[src/rtl/rom_fetch_pkg.sv]
// Shared types and sizing helpers for the ROM fetch controller.
package rom_fetch_pkg;

  // Controller phases: waiting for a request, issuing addresses, waiting for the tail to drain.
  typedef enum logic [1:0] {
    IDLE  = 2'd0,
    ISSUE = 2'd1,
    DRAIN = 2'd2
  } state_t;

  localparam int DEF_DATA_WIDTH = 16;
  localparam int DEF_FIFO_DEPTH = 4;
  localparam int CREDIT_WIDTH   = $clog2(DEF_FIFO_DEPTH + 1);

  // One buffered return word; packed so it maps directly onto the buffer storage.
  typedef struct packed {
    logic                      err;
    logic                      last;
    logic [DEF_DATA_WIDTH-1:0] data;
  } fetch_entry_t;

  // Credit counter must be able to hold the value FIFO_DEPTH itself.
  function automatic int credit_width(input int depth);
    return $clog2(depth + 1);
  endfunction

endpackage

[src/rtl/rom_fetch_fifo.sv]
// Synchronous FIFO with a registered head word (first-word fall-through).
// The head register holds the oldest entry; the array holds the rest, so the
// total capacity is DEPTH. full/empty exist only for checking upstream credit logic.
module rom_fetch_fifo #(
  parameter int WIDTH = 18,
  parameter int DEPTH = 4
) (
  input  logic             clk,
  input  logic             rst,
  input  logic             push,
  input  logic [WIDTH-1:0] push_data,
  input  logic             pop_ready,
  output logic             out_valid,
  output logic [WIDTH-1:0] out_data,
  output logic             full,
  output logic             empty
);

  localparam int MEM_DEPTH = DEPTH - 1;
  localparam int PW        = (MEM_DEPTH > 1) ? $clog2(MEM_DEPTH) : 1;
  localparam int CNTW      = $clog2(MEM_DEPTH + 1);

  logic [WIDTH-1:0] mem [MEM_DEPTH];
  logic [PW-1:0]    wr_ptr_q, wr_ptr_d, rd_ptr_q, rd_ptr_d;
  logic [CNTW-1:0]  mem_cnt_q, mem_cnt_d;
  logic             head_valid_q, head_valid_d;
  logic [WIDTH-1:0] head_q, head_d;
  logic             mem_wr, mem_rd, pop, head_free;

  function automatic logic [PW-1:0] ptr_inc(input logic [PW-1:0] p);
    return (p == PW'(MEM_DEPTH - 1)) ? '0 : p + PW'(1);
  endfunction

  // Decide where a push lands and whether the head refills from storage.
  always_comb begin
    pop          = head_valid_q & pop_ready;
    head_free    = ~head_valid_q | pop;
    head_d       = head_q;
    head_valid_d = head_valid_q;
    mem_wr       = 1'b0;
    mem_rd       = 1'b0;
    if (head_free) begin
      if (mem_cnt_q != '0) begin
        mem_rd       = 1'b1;
        head_d       = mem[rd_ptr_q];
        head_valid_d = 1'b1;
        mem_wr       = push;
      end else if (push) begin
        head_d       = push_data;
        head_valid_d = 1'b1;
      end else begin
        head_valid_d = 1'b0;
      end
    end else begin
      mem_wr = push;
    end
    wr_ptr_d  = mem_wr ? ptr_inc(wr_ptr_q) : wr_ptr_q;
    rd_ptr_d  = mem_rd ? ptr_inc(rd_ptr_q) : rd_ptr_q;
    mem_cnt_d = mem_cnt_q + CNTW'(mem_wr) - CNTW'(mem_rd);
  end

  // Storage array write; contents need no reset since pointers gate visibility.
  always_ff @(posedge clk) begin
    if (mem_wr) mem[wr_ptr_q] <= push_data;
  end

  // Pointer, count and head registers.
  always_ff @(posedge clk) begin
    if (rst) begin
      wr_ptr_q     <= '0;
      rd_ptr_q     <= '0;
      mem_cnt_q    <= '0;
      head_valid_q <= 1'b0;
      head_q       <= '0;
    end else begin
      wr_ptr_q     <= wr_ptr_d;
      rd_ptr_q     <= rd_ptr_d;
      mem_cnt_q    <= mem_cnt_d;
      head_valid_q <= head_valid_d;
      head_q       <= head_d;
    end
  end

  assign out_valid = head_valid_q;
  assign out_data  = head_q;
  assign full      = head_valid_q & (mem_cnt_q == CNTW'(MEM_DEPTH));
  assign empty     = ~head_valid_q;

endmodule

[src/rtl/rom_fetch_ctrl.sv]
// ROM burst fetch controller: issues sequential ROM addresses, tags returns
// through a ROM_LATENCY-deep pipeline and buffers them behind a credit counter
// so a stalled consumer can never overflow the buffer.
// Optional build macro ROM_FETCH_ERR_ABORT_EN: the first errored return ends
// the burst (forced last), issuing stops and later in-flight returns are dropped.
module rom_fetch_ctrl
  import rom_fetch_pkg::*;
#(
  parameter int DATA_WIDTH  = 16,
  parameter int ADDR_WIDTH  = 8,
  parameter int LEN_WIDTH   = 8,
  parameter int ROM_LATENCY = 1,
  parameter int FIFO_DEPTH  = 4
) (
  input  logic                  clk,
  input  logic                  rst,
  input  logic                  req_valid,
  output logic                  req_ready,
  input  logic [ADDR_WIDTH-1:0] req_addr,
  input  logic [LEN_WIDTH-1:0]  req_len,
  output logic                  rom_en,
  output logic [ADDR_WIDTH-1:0] rom_addr,
  input  logic [DATA_WIDTH-1:0] rom_data,
  input  logic                  rom_error,
  output logic                  out_valid,
  input  logic                  out_ready,
  output logic [DATA_WIDTH-1:0] out_data,
  output logic                  out_last,
  output logic                  out_err,
  output logic                  busy,
  output logic                  done,
  output logic                  err_sticky
);

  localparam int CW = credit_width(FIFO_DEPTH);
  localparam int EW = DATA_WIDTH + 2;

  state_t                  state_q, state_d;
  logic [ADDR_WIDTH-1:0]   addr_q, addr_d, rom_addr_q, rom_addr_d;
  logic [LEN_WIDTH-1:0]    remain_q, remain_d;
  logic [CW-1:0]           credits_q, credits_d, flush_cnt;
  logic                    rom_en_q, rom_en_d, rom_last_q, rom_last_d;
  logic [ROM_LATENCY-1:0]  tag_valid_q, tag_valid_d, tag_last_q, tag_last_d;
  logic                    done_q, done_d, err_sticky_q, err_sticky_d;
  logic                    req_fire, issue, pop, cap_valid, cap_last, abort;
  logic [EW-1:0]           push_entry, head_entry;
  logic                    fifo_valid, fifo_full, fifo_empty;

  assign cap_valid = tag_valid_q[ROM_LATENCY-1];
  assign cap_last  = tag_last_q[ROM_LATENCY-1];

`ifdef ROM_FETCH_ERR_ABORT_EN
  assign abort = cap_valid & rom_error;
`else
  assign abort = 1'b0;
`endif

  // Returned word as stored in the buffer: {err, last, data}.
  assign push_entry = {rom_error, cap_last | abort, rom_data};

  // Tag pipeline input side: stage 0 follows the registered rom_en; an abort drops every in-flight tag.
  genvar gi;
  generate
    for (gi = 0; gi < ROM_LATENCY; gi++) begin : g_tag
      if (gi == 0) begin : g_head
        assign tag_valid_d[gi] = rom_en_q & ~abort;
        assign tag_last_d[gi]  = rom_last_q;
      end else begin : g_body
        assign tag_valid_d[gi] = tag_valid_q[gi-1] & ~abort;
        assign tag_last_d[gi]  = tag_last_q[gi-1];
      end
    end
  endgenerate

  // FSM next state, address issue and completion pulse.
  always_comb begin
    state_d    = state_q;
    addr_d     = addr_q;
    remain_d   = remain_q;
    rom_en_d   = 1'b0;
    rom_addr_d = rom_addr_q;
    rom_last_d = 1'b0;
    done_d     = 1'b0;
    issue      = 1'b0;
    req_ready  = (state_q == IDLE) && !rst;
    req_fire   = req_valid && req_ready;
    unique case (state_q)
      IDLE: begin
        if (req_fire) begin
          if (req_len == '0) begin
            done_d = 1'b1;
          end else begin
            // Buffer is empty in IDLE, so the first word can issue without a credit check.
            issue      = 1'b1;
            rom_en_d   = 1'b1;
            rom_addr_d = req_addr;
            addr_d     = req_addr + ADDR_WIDTH'(1);
            remain_d   = req_len - LEN_WIDTH'(1);
            rom_last_d = (req_len == LEN_WIDTH'(1));
            state_d    = (req_len == LEN_WIDTH'(1)) ? DRAIN : ISSUE;
          end
        end
      end
      ISSUE: begin
        if (abort) begin
          state_d = DRAIN;
        end else if (credits_q != '0) begin
          issue      = 1'b1;
          rom_en_d   = 1'b1;
          rom_addr_d = addr_q;
          addr_d     = addr_q + ADDR_WIDTH'(1);
          remain_d   = remain_q - LEN_WIDTH'(1);
          rom_last_d = (remain_q == LEN_WIDTH'(1));
          if (remain_q == LEN_WIDTH'(1)) state_d = DRAIN;
        end
      end
      DRAIN: begin
        if (pop && head_entry[DATA_WIDTH]) begin
          state_d = IDLE;
          done_d  = 1'b1;
        end
      end
      default: state_d = IDLE;
    endcase
  end

  // Credit accounting: issue takes one, pop returns one, abort returns those of dropped tags.
  always_comb begin
    flush_cnt = '0;
    if (abort) begin
      flush_cnt = CW'(rom_en_q);
      for (int i = 0; i < ROM_LATENCY - 1; i++) begin
        flush_cnt = flush_cnt + CW'(tag_valid_q[i]);
      end
    end
    credits_d    = credits_q - CW'(issue) + CW'(pop) + flush_cnt;
    err_sticky_d = err_sticky_q | (cap_valid & rom_error);
  end

  // State, issue and tag registers; reset discards everything in flight.
  always_ff @(posedge clk) begin
    if (rst) begin
      state_q      <= IDLE;
      addr_q       <= '0;
      remain_q     <= '0;
      credits_q    <= CW'(FIFO_DEPTH);
      rom_en_q     <= 1'b0;
      rom_addr_q   <= '0;
      rom_last_q   <= 1'b0;
      tag_valid_q  <= '0;
      tag_last_q   <= '0;
      done_q       <= 1'b0;
      err_sticky_q <= 1'b0;
    end else begin
      state_q      <= state_d;
      addr_q       <= addr_d;
      remain_q     <= remain_d;
      credits_q    <= credits_d;
      rom_en_q     <= rom_en_d;
      rom_addr_q   <= rom_addr_d;
      rom_last_q   <= rom_last_d;
      tag_valid_q  <= tag_valid_d;
      tag_last_q   <= tag_last_d;
      done_q       <= done_d;
      err_sticky_q <= err_sticky_d;
    end
  end

  rom_fetch_fifo #(
    .WIDTH (EW),
    .DEPTH (FIFO_DEPTH)
  ) u_fifo (
    .clk       (clk),
    .rst       (rst),
    .push      (cap_valid & ~rst),
    .push_data (push_entry),
    .pop_ready (out_ready),
    .out_valid (fifo_valid),
    .out_data  (head_entry),
    .full      (fifo_full),
    .empty     (fifo_empty)
  );

  assign pop = fifo_valid & out_ready;

  // Credit scheme must keep the buffer from overflowing, and IDLE implies nothing is left buffered.
  always_ff @(posedge clk) begin
    if (!rst) begin
      assert (!(cap_valid && fifo_full && !pop));
      assert (!(state_q == IDLE && !fifo_empty));
    end
  end

  assign rom_en     = rom_en_q;
  assign rom_addr   = rom_addr_q;
  assign out_valid  = fifo_valid;
  assign out_data   = head_entry[DATA_WIDTH-1:0];
  assign out_last   = fifo_valid & head_entry[DATA_WIDTH];
  assign out_err    = fifo_valid & head_entry[DATA_WIDTH+1];
  assign busy       = (state_q != IDLE);
  assign done       = done_q;
  assign err_sticky = err_sticky_q;

endmodule

[config.mk]
export PLATFORM = sky130hd
export DESIGN_NAME = rom_fetch_ctrl
export DESIGN_NICKNAME = d
export VERILOG_FILES = /design/src/rtl/rom_fetch_pkg.sv /design/src/rtl/rom_fetch_fifo.sv /design/src/rtl/rom_fetch_ctrl.sv
export SDC_FILE = /design/constraint.sdc
export NUM_CORES = 1
export LEC_CHECK = 0
export CELL_PAD_IN_SITES_DETAIL_PLACEMENT = 2
export CELL_PAD_IN_SITES_GLOBAL_PLACEMENT = 2
export CORE_MARGIN = 3
export CORE_UTILIZATION = 37
export CTS_BUF_LIST = sky130_fd_sc_hd__clkbuf_2 sky130_fd_sc_hd__clkbuf_4 sky130_fd_sc_hd__clkbuf_8
export CTS_CLUSTER_DIAMETER = 40
export DETAILED_ROUTE_END_ITERATION = 12
export GPL_TIMING_DRIVEN = 0
export PLACE_DENSITY = 0.82
export SYNTH_ARGS = -nofsm -noshare
export SYNTH_HDL_FRONTEND = slang
export SYNTH_HIERARCHICAL = 1
export SYNTH_SLANG_ARGS = --single-unit
[constraint.sdc]
create_clock -name clk -period 3.85 [get_ports clk]
set_clock_uncertainty 0.05 [all_clocks]
set_input_delay 0.385 -clock clk [delete_from_list [all_inputs] [get_ports clk]]
set_output_delay 0.385 -clock clk [all_outputs]
set_load 0.01 [all_outputs]
=== After elaboration in Yosys (flattened, before gate mapping) ===
Memory sizes are Yosys's and may differ from the RTL's. A register that Yosys moved wholly into a read port is not among the register bits.
Cells that the tools add are included.

* Bits in registers: 60
* RAM bits: 54
* Input bits: 37
* Memories kept: 1

* Add/subtract/negate cells: 10
* Eq/ne operators: 11
* Mux-type cells: 45
* Bitwise gates (word level): 9
* Reductions and logical operators: 14

{| class="wikitable"
|+ Memory list
! name !! depth !! bits a word !! read ports !! clocked after memory_dff !! wr ports !! RTL line !! text
|-
| u_fifo.mem || 3 || 18 || 1 || 1 || 1 || rom_fetch_fifo.sv:23 || <nowiki>logic [WIDTH-1:0] mem [MEM_DEPTH];</nowiki>
|}

{| class="wikitable"
|+ Operators with widths
! kind !! number
|-
| $mux 8 || 9
|-
| $pmux 8 s2 || 3
|-
| $mux 18 || 2
|-
| $mux 2 || 10
|-
| $mux 1 || 17
|-
| $add 8x1->8 const B || 2
|-
| $eq 8x1->1 const B || 2
|-
| $sub 8x1->8 const B || 2
|-
| $ne 2x2->1 const B || 5
|-
| $logic_not 8->1 || 1
|-
| $reduce_bool 2->1 || 4
|-
| $eq 2x2->1 const B || 3
|-
| $pmux 1 s2 || 3
|-
| $pmux 2 s3 || 1
|-
| $and 1x1->1 || 5
|-
| $reduce_and 5->1 || 1
|-
| $add 2x1->2 const B || 2
|-
| $reduce_and 4->1 || 1
|-
| $add 3x1->3 || 1
|-
| $logic_and 1x1->1 || 3
|-
| $reduce_bool 3->1 || 1
|-
| $sub 3x1->3 || 1
|-
| $add 2x1->2 || 1
|-
| $eq 2x1->1 const B || 1
|-
| 6 further kinds || 8
|}

=== Longest topological paths before layout ===
Gate-level depths: netlist of the first run.

* Word-level depth: 7
* Gate-level depth with buffers: 16
* Depth with buffers taken out: 14

=== Cells and area by module ===
The synthesis of the first run kept the hierarchy.

{| class="wikitable"
|+ Modules (own cells, without submodules)
! module !! instances !! cells an instance !! area an instance (sq um) !! sequential area each (sq um)
|-
| rom_fetch_fifo || 1 || 242 || 3138.0 || 2162.1
|-
| rom_fetch_ctrl || 1 || 256 || 2042.0 || 700.7
|}

=== Worst setup path before layout of the first run ===
No wires, ideal clock.

* Path kind: input to register
* Start point: in rst
* End point: mem u_fifo.mem[1][0], enable pin
* Library setup time: 0.422 ns
* Arrival time: 2.700 ns
* Data required time: 3.378 ns
* Setup slack: 0.678 ns
* Stages on the path: 5
* Path through: buf_2 clkbuf_1 nor2b_1 o21ai_1 nor3b_1

* Cells in the longest elaborated chain, start to end: 6

{| class="wikitable"
|+ Ends and longest elaborated chain
! item !! RTL line !! text
|-
| from (decl) || rom_fetch_ctrl.sv:16 || <nowiki>input logic rst,</nowiki>
|-
| $not 1->1 (*) || rom_fetch_ctrl.sv:175 || <nowiki>.push (cap_valid & ~rst),</nowiki>
|-
| $and 1x1->1 (*) || rom_fetch_ctrl.sv:175 ||
|-
| $mux 1 || rom_fetch_fifo.sv:43 || <nowiki>if (mem_cnt_q != '0) begin</nowiki>
|-
| $mux 1 (*) || rom_fetch_fifo.sv:42 || <nowiki>if (head_free) begin</nowiki>
|-
| $mux 1 (*) || rom_fetch_fifo.sv:64 || <nowiki>if (mem_wr) mem[wr_ptr_q] <= push_data;</nowiki>
|-
| $mux 1 (not written as such) (*) || rom_fetch_fifo.sv:64 ||
|-
| to (decl) || rom_fetch_fifo.sv:23 ||
|}

Mark *: on every way between the ends. The rest lies on a longest branch, timed or not.

=== Final worst setup path of the first run ===
* Start point: in req_len[0]
* End point: reg credits_q[2]

* Cells in the longest elaborated chain, start to end: 6

{| class="wikitable"
|+ Ends and longest elaborated chain
! item !! RTL line !! text
|-
| from (decl) || rom_fetch_ctrl.sv:20 || <nowiki>input logic [LEN_WIDTH-1:0] req_len,</nowiki>
|-
| $logic_not 8->1 || rom_fetch_ctrl.sv:90 || <nowiki>if (req_len == '0) begin</nowiki>
|-
| $mux 1 || rom_fetch_ctrl.sv:90 ||
|-
| $mux 1 || rom_fetch_ctrl.sv:89 || <nowiki>if (req_fire) begin</nowiki>
|-
| $pmux 1 s2 || rom_fetch_ctrl.sv:87 || <nowiki>unique case (state_q)</nowiki>
|-
| net issue || rom_fetch_ctrl.sv:45 || <nowiki>logic req_fire, issue, pop, cap_valid, cap_last, abort;</nowiki>
|-
| $sub 3x1->3 || rom_fetch_ctrl.sv:136 || <nowiki>credits_d = credits_q - CW'(issue) + CW'(pop) + flush_cnt;</nowiki>
|-
| $add 3x1->3 || rom_fetch_ctrl.sv:136 ||
|-
| to (signal assigned) || rom_fetch_ctrl.sv:146 || <nowiki>credits_q <= CW'(FIFO_DEPTH);</nowiki>
|-
| to (signal assigned) || rom_fetch_ctrl.sv:158 || <nowiki>credits_q <= credits_d;</nowiki>
|-
| to (decl) || rom_fetch_ctrl.sv:41 || <nowiki>logic [CW-1:0] credits_q, credits_d, flush_cnt;</nowiki>
|}

The timed path passes the listed nets, and every way through them passes these cells.
A chain may end at the register's enable or synchronous reset.

==> results.md, run 1 <==
- Run status: complete, no violations
- Cells after synthesis: approximately 500
- Multi-input gate area: 2120 sq um
- Peak supply drop: roughly 0.00027 V
- Slew Limit Headroom: between 30% and 40%
- # rows: 42
- Post CTS Setup Buffer Count: 0
- Die width: between 100 and 150 um
- CTS sink cnt: 116
- Fmax: ~270 MHz
- Via count: between 4k and 5k
- Startpoint Class: input pin
- Drt wl/cell: between 20 and 25 um
- CP required: 4.12 ns
- Min-delay src: rom_addr[1]$_SDFFE_PP0P_
- # placed instances: around 740
- CTS Buffer Depth: 2
- Gr usage total: a little under a quarter
- Tightest Pin Transition: ~0.90 ns
- DIE AREA: 15400 sq um
- Reg2reg start: state_q[0]$_SDFFE_PP0P_
- Filler cell count: around 1.4k
- Worst hold margin: 0.410 ns
- Critical Path AT: around 4 ns
- Floorplan die height: 124 um
- Register area: ~2900 sq um
- DR vias/cell: around 5.6
- I/O pin count: between 60 and 70
- Post-Place Worst Slack: -0.349 ns
- Vias in the first global route: ~4.8k
- Fin cells: between 700 and 800
- P per Cell Area: ~630 nW/um^2
- R2R Path End: credits_q[2]$_SDFF_PP1_
- Worst reg-to-reg setup slack: 0.38 ns
- Crit end category: flop
- Critical path class: input pin to flop
- Tcrit/Tclk final: between 90% and 100%
- Clk_lat worst skew: between 0.4 and 0.5 ns
- Min-delay worst type: flop to flop
- Post-Synthesis Cell Area: a little over 5000 sq um
- Post-Syn Area per Cell: 10.4 sq um
- Number of synthesis warnings: 6
- Min-Delay Path Depth: 2
- Hold Path End: rom_addr[1]$_SDFFE_PP0P_
- Final core occ: between 40% and 50%
- Starting DRC count in detailed routing: 328
- Post-Route WL: about 17000 um
- Htree depth: 4
- Starting density of the core: 38.5%
- R2R depth: 15
- Max-cap violations: 0
- Syn nets: approximately 540
- Final hold vios: 0
- IO buf count: 68
- First-pass GRT wire length: between 20000 and 30000 um
- CP Max Fanout: 10
- Final TNS setup: 0 ns
- TritonCTS clock tree: yes
- Clock root cell: clkbuf_8
- Antenna violation net count after detailed routing: 0
- Synthesis-to-layout area growth: 26.6%
- CTS buffer count: 17
- Pin count of the biggest net entering global routing: 19
- Core area: 13500 sq um
- Leak: about 2.4 nW
- DR DRC count: 0
- Clock transition at the registers of the reported paths: approximately 0.07 ns
- Initial antenna violation count: 0
- ANT cells: 0
- Detailed Place HPWL: 11500 um
- Total congestion overflow: 0
- GP Congestion: between 0.7 and 0.8
- Hold Buf Count CTS: 0
- Final Net Count: roughly 630
- Layout cells sized above 1: 10.8%
- Max Slew Vio Count: 0
- Final Setup Violations: 0
- Fin worst setup slack: roughly 0.2 ns
- Pre-antenna DRT Iters: 5
- Fin crit period: roughly 3.7 ns
==> layer usage <==
layer / track usage, % / vias to the layer above / wire length [um]
li1: - / 1994 / -
met5: 0 / - / 0
met3: 5.19 / 33 / 634
met1: 26.0 / 2198 / 7080
met4: 8.38 / 0 / 362
met2: 41.6 / 105 / 9130
==> critical path, stage by stage <==
cell and delay [ns]:
clkdlybuf4s50_1 0.48, inv_1 0.12, ha_1 0.24, nor3b_4 0.42, a21boi_2 0.16, nor2_2 0.19
inv_1 0.07, buf_2 0.22, clkbuf_4 0.27, ha_1 0.33, inv_1 0.06, ha_1 0.14
inv_1 0.05, fa_1 0.37, xor2_1 0.17, xnor2_1 0.14, nand2_1 0.08
==> worst max path at each step <==
stage / slack, ns / end / cells after the start / startpoint
after floorplan: 0.68 / u_fifo/mem[1][0]$_DFFE_PP_ / 5 / rst
after global placement: -1.39 / u_fifo/mem[1][17]$_DFFE_PP_ / 6 / rst
after detailed placement: -0.35 / credits_q[2]$_SDFF_PP1_ / 17 / req_len[0]
after CTS: 0.08 / credits_q[2]$_SDFF_PP1_ / 17 / req_len[0]
after global routing: -0.001 / credits_q[2]$_SDFF_PP1_ / 17 / req_len[0]
final: 0.20 / credits_q[2]$_SDFF_PP1_ / 17 / req_len[0]
==> final cells by class <==
cell class	count	share of cell area [%]
clock inverters	13	2.41
inverters	13	0.745
well taps	176	3.36
clock buffers	19	3.90
flip-flops and latches	116	43.7
plain buffers	30	2.60
multi-input cells	338	32.4
repair buffers	71	10.9
==> through the flow <==
step                total power, mW  area, sq um
floorplan                      2.37         5170
global placement               2.88         6070
detailed placement             2.96         6120
CTS                            4.19         6530
global route                   4.38         6550
finish                         4.16         6550
==> repair_timing <==
action                                 CTS  global route
setup endpoints to repair                0             1
endpoints found under the hold margin    0             0
gates resized for setup                  0             3
==> report_power, final <==
part / switching, mW / internal [mW] / leakage (nW)
Sequential: 0.140 / 1.48 / 0.996
Clock: 0.530 / 0.661 / 0.201
Combinational: 0.743 / 0.600 / 1.19
Total: 1.41 / 2.74 / 2.39
==> cell usage in the layout, fill, tap and decap left out, drive strengths merged, types with 14 or more instances in the layout <==
cell,count
a21oi,43
a32o,20
buf,18
clkbuf,34
clkdlybuf4s50,68
dfxtp,62
edfxtp,54
inv,14
mux2i,23
nand2,76
nor2,28
o21ai,37
==> sequential cells by signal, summed over array words and instances, names as in the netlist, 2 cells and up, named ones only <==
| name | flops |
|---|---|
| u_fifo/rd_ptr_q | 2 |
| credits_q | 3 |
| addr_q | 8 |
| rom_addr | 8 |
| u_fifo/mem_cnt_q | 2 |
| state_q | 2 |
| u_fifo/out_data | 18 |
| u_fifo/wr_ptr_q | 2 |
| remain_q | 8 |
| u_fifo/mem | 54 |
Power figures use the tool's default switching activity.
==> inputs of run 2 (changes only) <==
Settings changed: CORE_MARGIN 3 to unset.
==> results.md, run 2 (synthesis results as in run 1) <==
- Fin worst setup slack: 0.260 ns (was 0.200 ns)
- Max Slew Vio Count: 0 (unchanged)
- Htree depth: 4 (unchanged)
- Clock root cell: clkbuf_8 (unchanged)
- Fin crit period: 3.59 ns (was 3.65 ns)
- Hold Buf Count CTS: 0 (unchanged)
- Max reg flops: 54 (unchanged)
- Slew Limit Headroom: 34.1% (was 39.4%)
- Die width: 120 um (was 124 um)
- DR vias/cell: 5.53 (was 5.58)
- CTS sink cnt: 116 (unchanged)
- Tcrit/Tclk final: 93.3% (was 94.8%)
- Filler cell count: 1421 (was 1400)
- Most frequent cells in the layout: nand2_1, clkdlybuf4s50_1, dfxtp_1, edfxtp_1, a21oi_1 (unchanged)
- Most common cell after layout, fill and taps aside: nand2_1 (unchanged)
- Gr usage total: 25.4% (was 22.8%)
- I/O pin count: 69 (unchanged)
- Peak supply drop: 0.000229 V (was 0.000267 V)
- Total congestion overflow: 0 (unchanged)
- Tightest Pin Transition: 0.984 ns (was 0.905 ns)
- Worst hold margin: 0.414 ns (was 0.410 ns)
- Crit end category: flop (unchanged)
- Run status: complete, no violations (unchanged)
- Starting DRC count in detailed routing: 243 (was 328)
- Clk_lat worst skew: 0.46 ns (was 0.45 ns)
- Via count: 4304 (was 4330)
- Final Setup Violations: 0 (unchanged)
- CTS Buffer Depth: 2 (unchanged)
- GP Congestion: 0.795 (was 0.790)
- Initial antenna violation count: 0 (unchanged)
- Final hold vios: 0 (unchanged)
- Drt wl/cell: 22.2 um (about the same)
- Vias in the first global route: 4837 (was 4804)
- Multi-input gate area: 2110 sq um (was 2120 sq um)
- Post-Place Worst Slack: -0.326 ns (was -0.349 ns)
- Post-Route WL: 17300 um (was 17200 um)
- Detailed Place HPWL: 11500 um (about the same)
- Min-delay worst type: flop to flop (unchanged)
- Leak: 2.44 nW (was 2.39 nW)
- Floorplan die height: 120 um (was 124 um)
- Top reg by flops: u_fifo/mem (unchanged)
- Register area: 2860 sq um (unchanged)
- Max-cap violations: 0 (unchanged)
- # placed instances: 744 (unchanged)
- Fin cells: 778 (was 776)
- Fmax: 279 MHz (was 274 MHz)
- IO buf count: 68 (unchanged)
- DR DRC count: 0 (unchanged)
- Starting density of the core: 38.5% (unchanged)
- TritonCTS clock tree: yes (unchanged)
- CP required: 4.13 ns (was 4.12 ns)
- Final Net Count: 635 (was 633)
- First-pass GRT wire length: 27100 um (was 27500 um)
- Pre-antenna DRT Iters: 4 (was 5)
- Pwr Total: 4.30 mW (was 4.16 mW)
- Critical path class: input pin to flop (unchanged)
- P per Cell Area: 651 nW/um^2 (was 635 nW/um^2)
- Startpoint Class: input pin (unchanged)
- # rows: 42 (unchanged)
- CP Max Fanout: 10 (unchanged)
- ANT cells: 0 (unchanged)
- Synthesis-to-layout area growth: 27.8% (was 26.6%)
- Final core occ: 49.1% (was 48.7%)
- Antenna violation net count after detailed routing: 0 (unchanged)
- CTS buffer count: 17 (unchanged)
- Core area: 13500 sq um (unchanged)
- Clock transition at the registers of the reported paths: 0.07 ns (about the same)
- Pin count of the biggest net entering global routing: 19 (unchanged)
- DIE AREA: 14500 sq um (was 15400 sq um)
- RSZ-0062 raised after global routing: no
- Critical Path AT: 3.87 ns (was 3.92 ns)
- Layout cells sized above 1: 11.0% (was 10.8%)
run 2: final cells by class:
class,instances,share of cell area (%)
flip-flops and latches,116,43.3
multi-input cells,338,31.9
repair buffers,73,11.1
clock buffers,19,3.96
well taps,176,3.33
clock inverters,13,3.08
plain buffers,30,2.57
inverters,13,0.738
run 2: timing repair:
item / CTS / global route
resized for setup: 0 / 2
setup buffers: 0 / 2
setup endpoints to repair: 0 / 1
run 2: routing by layer:
layer	routed length, um	global-route usage, %	share of wire (%)	up-vias
met2	9540	47.7	55	84
met1	7020	27.9	41	2201
met5	0	0	0	-
met3	508	5.57	2.9	22
li1	-	-	-	1997
met4	205	8.80	1.2	0
run 2: worst max-delay path, stage by stage:
cell and delay, ns:
clkdlybuf4s50_1 0.50, buf_2 0.24, nor4b_4 0.38, a21boi_2 0.32
nor2_2 0.08, inv_1 0.09, buf_2 0.29, clkbuf_4 0.32
ha_1 0.26, inv_1 0.06, ha_1 0.13, inv_1 0.04
fa_1 0.38, xor2_1 0.18, xnor2_1 0.14, nand2_1 0.07
run 2: path summary, 6_finish.rpt:
path | startpoint | end | slack (ns) | cells after the start
worst max-delay path | rst | credits_q[2]$_SDFF_PP1_ | 0.26 | 16
worst min-delay path | rom_addr[1]$_SDFFE_PP0P_ | rom_addr[1]$_SDFFE_PP0P_ | 0.41 | 2
worst max register to register | state_q[0]$_SDFFE_PP0P_ | credits_q[2]$_SDFF_PP1_ | 0.44 | 15
worst min register to register | rom_addr[1]$_SDFFE_PP0P_ | rom_addr[1]$_SDFFE_PP0P_ | 0.41 | 2
run 2: power by group:
group	total, mW	leakage [nW]	switching [mW]	internal (mW)
logic	1.34	1.20	0.741	0.601
registers	1.63	0.996	0.143	1.48
clock network	1.33	0.237	0.531	0.804
run 2: per-stage QoR:
step | area [sq um] | setup TNS (ns)
2_1_floorplan | 5170 | 0
3_3_place_gp | 6070 | -52.98
3_5_place_dp | 6120 | -0.423
4_1_cts | 6590 | 0
5_1_grt | 6610 | 0
6_report | 6610 | 0
==> inputs of run 3 (changes only) <==
Settings changed: GPL_ROUTABILITY_DRIVEN set to 0.
==> results of run 3 <==
Same layout as run 2: the final DEF is identical, and so are final timing and power.
